**src/rtl/round_counter.sv**
```systemverilog
// round_counter: round/address counter for the SHA hashing datapath.
// Start/clear control, per-run terminal count, one-shot or wrap mode,
// done pulse and message-schedule phase flag. All outputs registered.
// Optional: define ROUND_CNT_ERR_EN to add the sticky o_err output.
module round_counter #(
    parameter int unsigned CNT_SIZE  = 6,
    parameter int unsigned MAX_CNT   = 63,
    parameter int unsigned SCHED_LEN = 16
) (
    input  logic                clk,
    input  logic                reset_n,
    input  logic                i_start,
    input  logic                i_clear,
    input  logic                i_cnt_en,
    input  logic                i_wrap_mode,
    input  logic [CNT_SIZE-1:0] i_max_cnt,
    output logic [CNT_SIZE-1:0] o_count,
    output logic                o_flag,
    output logic                o_done,
    output logic                o_busy,
`ifdef ROUND_CNT_ERR_EN
    output logic                o_sched,
    output logic                o_err
`else
    output logic                o_sched
`endif
);

    typedef enum logic [1:0] {
        S_IDLE = 2'd0,
        S_RUN  = 2'd1,
        S_DONE = 2'd2
    } state_t;

    state_t              r_state;
    state_t              w_state_nxt;
    logic [CNT_SIZE-1:0] r_count;
    logic [CNT_SIZE-1:0] w_count_nxt;
    logic [CNT_SIZE-1:0] r_max;
    logic [CNT_SIZE-1:0] w_max_nxt;
    logic [CNT_SIZE-1:0] w_start_max;
    logic                r_wrap;
    logic                w_wrap_nxt;
    logic                w_done_nxt;
    logic                r_flag;
    logic                r_done;
    logic                r_busy;
    logic                r_sched;

    // A zero terminal count at start selects the default terminal
    assign w_start_max = (i_max_cnt == '0) ? CNT_SIZE'(MAX_CNT) : i_max_cnt;

    // Next-state, next-count and latch logic; clear overrides everything
    always_comb begin
        w_state_nxt = r_state;
        w_count_nxt = r_count;
        w_max_nxt   = r_max;
        w_wrap_nxt  = r_wrap;
        w_done_nxt  = 1'b0;
        if (i_clear) begin
            w_state_nxt = S_IDLE;
            w_count_nxt = '0;
        end else begin
            case (r_state)
                S_IDLE, S_DONE: begin
                    if (i_start) begin
                        w_state_nxt = S_RUN;
                        w_count_nxt = '0;
                        w_max_nxt   = w_start_max;
                        w_wrap_nxt  = i_wrap_mode;
                    end
                end
                S_RUN: begin
                    if (i_cnt_en) begin
                        if (r_count == r_max) begin
                            w_done_nxt = 1'b1;
                            if (r_wrap) begin
                                w_count_nxt = '0;
                            end else begin
                                w_state_nxt = S_DONE;
                            end
                        end else begin
                            w_count_nxt = r_count + 1'b1;
                        end
                    end
                end
                default: begin
                    w_state_nxt = S_IDLE;
                    w_count_nxt = '0;
                end
            endcase
        end
    end

    // State, counter and registered status outputs derived from next values
    always_ff @(posedge clk or negedge reset_n) begin
        if (!reset_n) begin
            r_state <= S_IDLE;
            r_count <= '0;
            r_max   <= CNT_SIZE'(MAX_CNT);
            r_wrap  <= 1'b0;
            r_flag  <= 1'b0;
            r_done  <= 1'b0;
            r_busy  <= 1'b0;
            r_sched <= 1'b0;
        end else begin
            r_state <= w_state_nxt;
            r_count <= w_count_nxt;
            r_max   <= w_max_nxt;
            r_wrap  <= w_wrap_nxt;
            r_flag  <= (w_state_nxt != S_IDLE) && (w_count_nxt == w_max_nxt);
            r_done  <= w_done_nxt;
            r_busy  <= (w_state_nxt == S_RUN);
            r_sched <= (w_state_nxt == S_RUN) && (32'(w_count_nxt) < SCHED_LEN);
        end
    end

    assign o_count = r_count;
    assign o_flag  = r_flag;
    assign o_done  = r_done;
    assign o_busy  = r_busy;
    assign o_sched = r_sched;

`ifdef ROUND_CNT_ERR_EN
    logic r_err;
    logic w_err_set;

    // Protocol misuse: start while running, or enable while idle
    assign w_err_set = ((r_state == S_RUN) && i_start) || ((r_state == S_IDLE) && i_cnt_en);

    // Sticky error flag, cleared only by clear or reset
    always_ff @(posedge clk or negedge reset_n) begin
        if (!reset_n) begin
            r_err <= 1'b0;
        end else if (i_clear) begin
            r_err <= 1'b0;
        end else if (w_err_set) begin
            r_err <= 1'b1;
        end
    end

    assign o_err = r_err;
`endif

endmodule

```
**config.mk**
```make
export PLATFORM = sky130hd
export DESIGN_NAME = round_counter
export DESIGN_NICKNAME = d
export VERILOG_FILES = /design/src/rtl/round_counter.sv
export SDC_FILE = /design/constraint.sdc
export NUM_CORES = 1
export LEC_CHECK = 0
export ABC_CLOCK_PERIOD_IN_PS = 2400
export CORE_ASPECT_RATIO = 1.25
export CORE_UTILIZATION = 50
export CTS_BUF_LIST = sky130_fd_sc_hd__clkbuf_8
export DETAILED_ROUTE_END_ITERATION = 16
export PLACE_DENSITY_LB_ADDON = 0.05
export REMOVE_ABC_BUFFERS = 1
export SLEW_MARGIN = 0
export SYNTH_ARGS = -nofsm -noshare
export SYNTH_HDL_FRONTEND = slang
export SYNTH_SLANG_ARGS = --single-unit
```
**constraint.sdc**
```tcl
create_clock -name clk -period 2.4 [get_ports clk]
set_input_delay 0.24 -clock clk [delete_from_list [all_inputs] [get_ports clk]]
set_output_delay 0.24 -clock clk [all_outputs]
set_load 0.01 [all_outputs]
```
==> results.json <==
{
  "cts_root_buffer": "clkbuf_8",
  "die_area_um2": 2590,
  "grt_pass1_vias": 1116,
  "ys_seq_area_frac": 0.404,
  "critPathArrivalTime_ns": 2.27,
  "core.rowCount": 19,
  "die_h_um": 56.7,
  "synth-edff-count": 0,
  "setup_viol": 0,
  "rsz0062_at_grt": "no",
  "clock_latency_ns": 0.26,
  "antenna-diode-count": 0,
  "clock.fmax_mhz": 475,
  "hold_viol_final": 0,
  "power.leakage_nw": 0.701,
  "syn_inst": 136,
  "grt_max_degree": 20,
  "initial_utilization": 0.535,
  "ys_ff_latch": 19,
  "cp_max_fo": 6,
  "cts_buffer_depth": 2,
  "worstMarginPinSlew_ns": 0.425,
  "wl_met1_um": 1250,
  "slew_violations": 0,
  "dr.first_iter.drc_count": 33,
  "critPathLaunchType": "flop",
  "clock_sinks": 19,
  "h-tree-depth": 1,
  "cts_tree": "done",
  "synth_commonest_cells": "nand2_1, dfrtp_1, nor2_1",
  "drt-total-wl_um": 2900,
  "grt.total_usage": 0.265,
  "clk_pin_slew_ns": 0.07,
  "tns_ns": 0,
  "grt_pass1_wl_um": 4930,
  "critPathRequiredTime_ns": 2.57,
  "final.fill_count": 206,
  "post-cts-setup-buffers": 0,
  "overflow": 0,
  "final.setup.worst_slack_ns": 0.295,
  "synthDistinctLibCells": 43,
  "synth_top_cell_by_area": "dfrtp_1",
  "hold_path_class": "in -> async",
  "status": "finished, final reports clean",
  "drcViolationCount": 0,
  "finalCriticalPeriod_ns": 2.10,
  "ios": 22,
  "crit_path_end_kind": "flop",
  "antenna_found_initial": 0,
  "yosys_warnings": 0,
  "routed.top_layer": "met4",
  "drt-pass1-iter-count": 4,
  "die_w_um": 45.7,
  "routed-wl-met2_um": 1470,
  "crit_type": "reg -> reg",
  "synthArstFlopShare": 1.00,
  "synth_area_leaders": "dfrtp_1, dfstp_2, nand2_1, xnor2_1, nor2_1",
  "p_per_area_nw_per_um2": 534,
  "vias_per_cell": 5.60,
  "yosys.area.top_type_share": 0.272,
  "ctsHoldBuffers": 0,
  "vias": 1131,
  "ir_drop_uv": 428,
  "core_um2": 2230,
  "dp_hpwl_um": 2260,
  "wl_met3_um": 114,
  "syn_area_um2": 1190,
  "max_slew_margin": 0.714,
  "avgSynthCellArea_um2": 8.79,
  "synth_most_common_cell": "nand2_1",
  "globalplace.congestion": 0.859,
  "io_buffers": 21,
  "cts_buffers": 3,
  "place_ws_ns": 0.0671,
  "layout-drive-gt1-share": 0.193,
  "maxCapViolations": 0,
  "nNetsFinal": 185,
  "ctsResizeCount": 0,
  "syn2layout_area_growth_pct": 31.9,
  "fin_crit_sh": 0.877,
  "synth_top_flop_cell": "dfrtp_1",
  "finClkSkew_ns": 0.00439,
  "ant_nets": 0,
  "wl_per_cell_um": 14.4
}
-- flip-flops by register name, indices dropped and copies added, names as in the netlist --
name     cells
o_done       1
o_sched      1
r_max        6
o_busy       1
r_state      2
o_flag       1
o_count      6
r_wrap       1
-- path summary, 6_finish.rpt --
path | cells past startpoint | startpoint | endpoint | slack [ns]
max | 8 | r_max[0]$_DFF_PN1_ | o_flag$_DFF_PN0_ | 0.30
min | 2 | reset_n | o_done$_DFF_PN0_ | 0.30
max reg2reg | 8 | r_max[0]$_DFF_PN1_ | o_flag$_DFF_PN0_ | 0.30
min reg2reg | 2 | r_max[3]$_DFF_PN1_ | r_max[3]$_DFF_PN1_ | 0.50
max in group asynchronous | 2 | reset_n | r_max[0]$_DFF_PN1_ | 1.83
min in group clk | 2 | r_max[3]$_DFF_PN1_ | r_max[3]$_DFF_PN1_ | 0.50
-- cell families (layout without fill, tap and decap cells) --
| logic type | Yosys count | after routing | share of synthesized area |
|---|---|---|---|
| AO/OA/AOI/OAI | 33 | 33 | 0.196 |
| multiplexers | 2 | 2 | 0.0168 |
| adder cells (fa/ha/maj) | 1 | 1 | 0.0105 |
| XOR/XNOR | 9 | 9 | 0.0660 |
| flip-flops | 19 | 19 | 0.404 |
| buffers and inverters | 11 | 46 | 0.0377 |
| AND/OR/NAND/NOR | 61 | 61 | 0.269 |
-- final cells by class --
type	count	area, µm²	share of cell area
clock buffer	3	41.3	0.0262
clock inverter	1	5.00	0.00317
inverter	7	26.3	0.0167
multi-input combinational	106	667	0.423
sequential	19	483	0.306
tap	31	38.8	0.0246
timing repair buffer	35	315	0.200
-- per-layer routing --
layer  vias up  track usage
met1       535        0.336
met4         0        0.105
li1        555            -
met5         -            0
met2        32        0.429
met3         9       0.0547
-- placed cells by master (no fill, tap or decap), drive strengths merged, types with 2 or more instances in the layout --
cell           synthesis  final
nor3b                  3      3
nand3                  5      5
xnor2                  7      7
nor3                   4      4
dfrtp                 13     13
nor2b                  2      2
mux2i                  2      2
o22ai                  2      2
clkdlybuf4s50          0     21
buf                    3     14
o31a                   2      2
o21ai                 10     10
nor2                  11     11
and3                   2      2
a21oi                  7      7
inv                    7      7
nand2b                 5      5
clkbuf                 1      3
nand2                 23     23
xor2                   2      2
dfstp                  6      6
-- power by group --
group | switching [W] | leakage [nW] | internal (W) | total [W]
clock network | 0.000106 | 0.0255 | 0.000116 | 0.000221
logic | 0.000115 | 0.437 | 0.000111 | 0.000226
registers | 0.0000287 | 0.239 | 0.000367 | 0.000395
total | 0.000249 | 0.701 | 0.000593 | 0.000842
-- critical path, stage by stage, from the launching register on --
cell and delay (ns):
dfstp_2 0.55, xnor2_1 0.15, nand4_2 0.13, buf_4 0.17, or2_2 0.28, a31oi_1 0.17, a31o_2 0.21, xor2_1 0.10
nor4_2 0.26
-- metrics by stage --
step	total power, W	hold slack [ns]	cells	cell area (µm²)	utilization
global placement	0.000620	0.484	198	1530	0.685
detailed placement	0.000624	0.491	198	1530	0.685
CTS	0.000848	0.305	202	1580	0.705
floorplan	0.000526	-0.0556	132	1180	-
finish	0.000842	0.302	202	1580	0.705
global route	0.000888	0.339	202	1580	0.705
(Power assumes the default switching activity.)
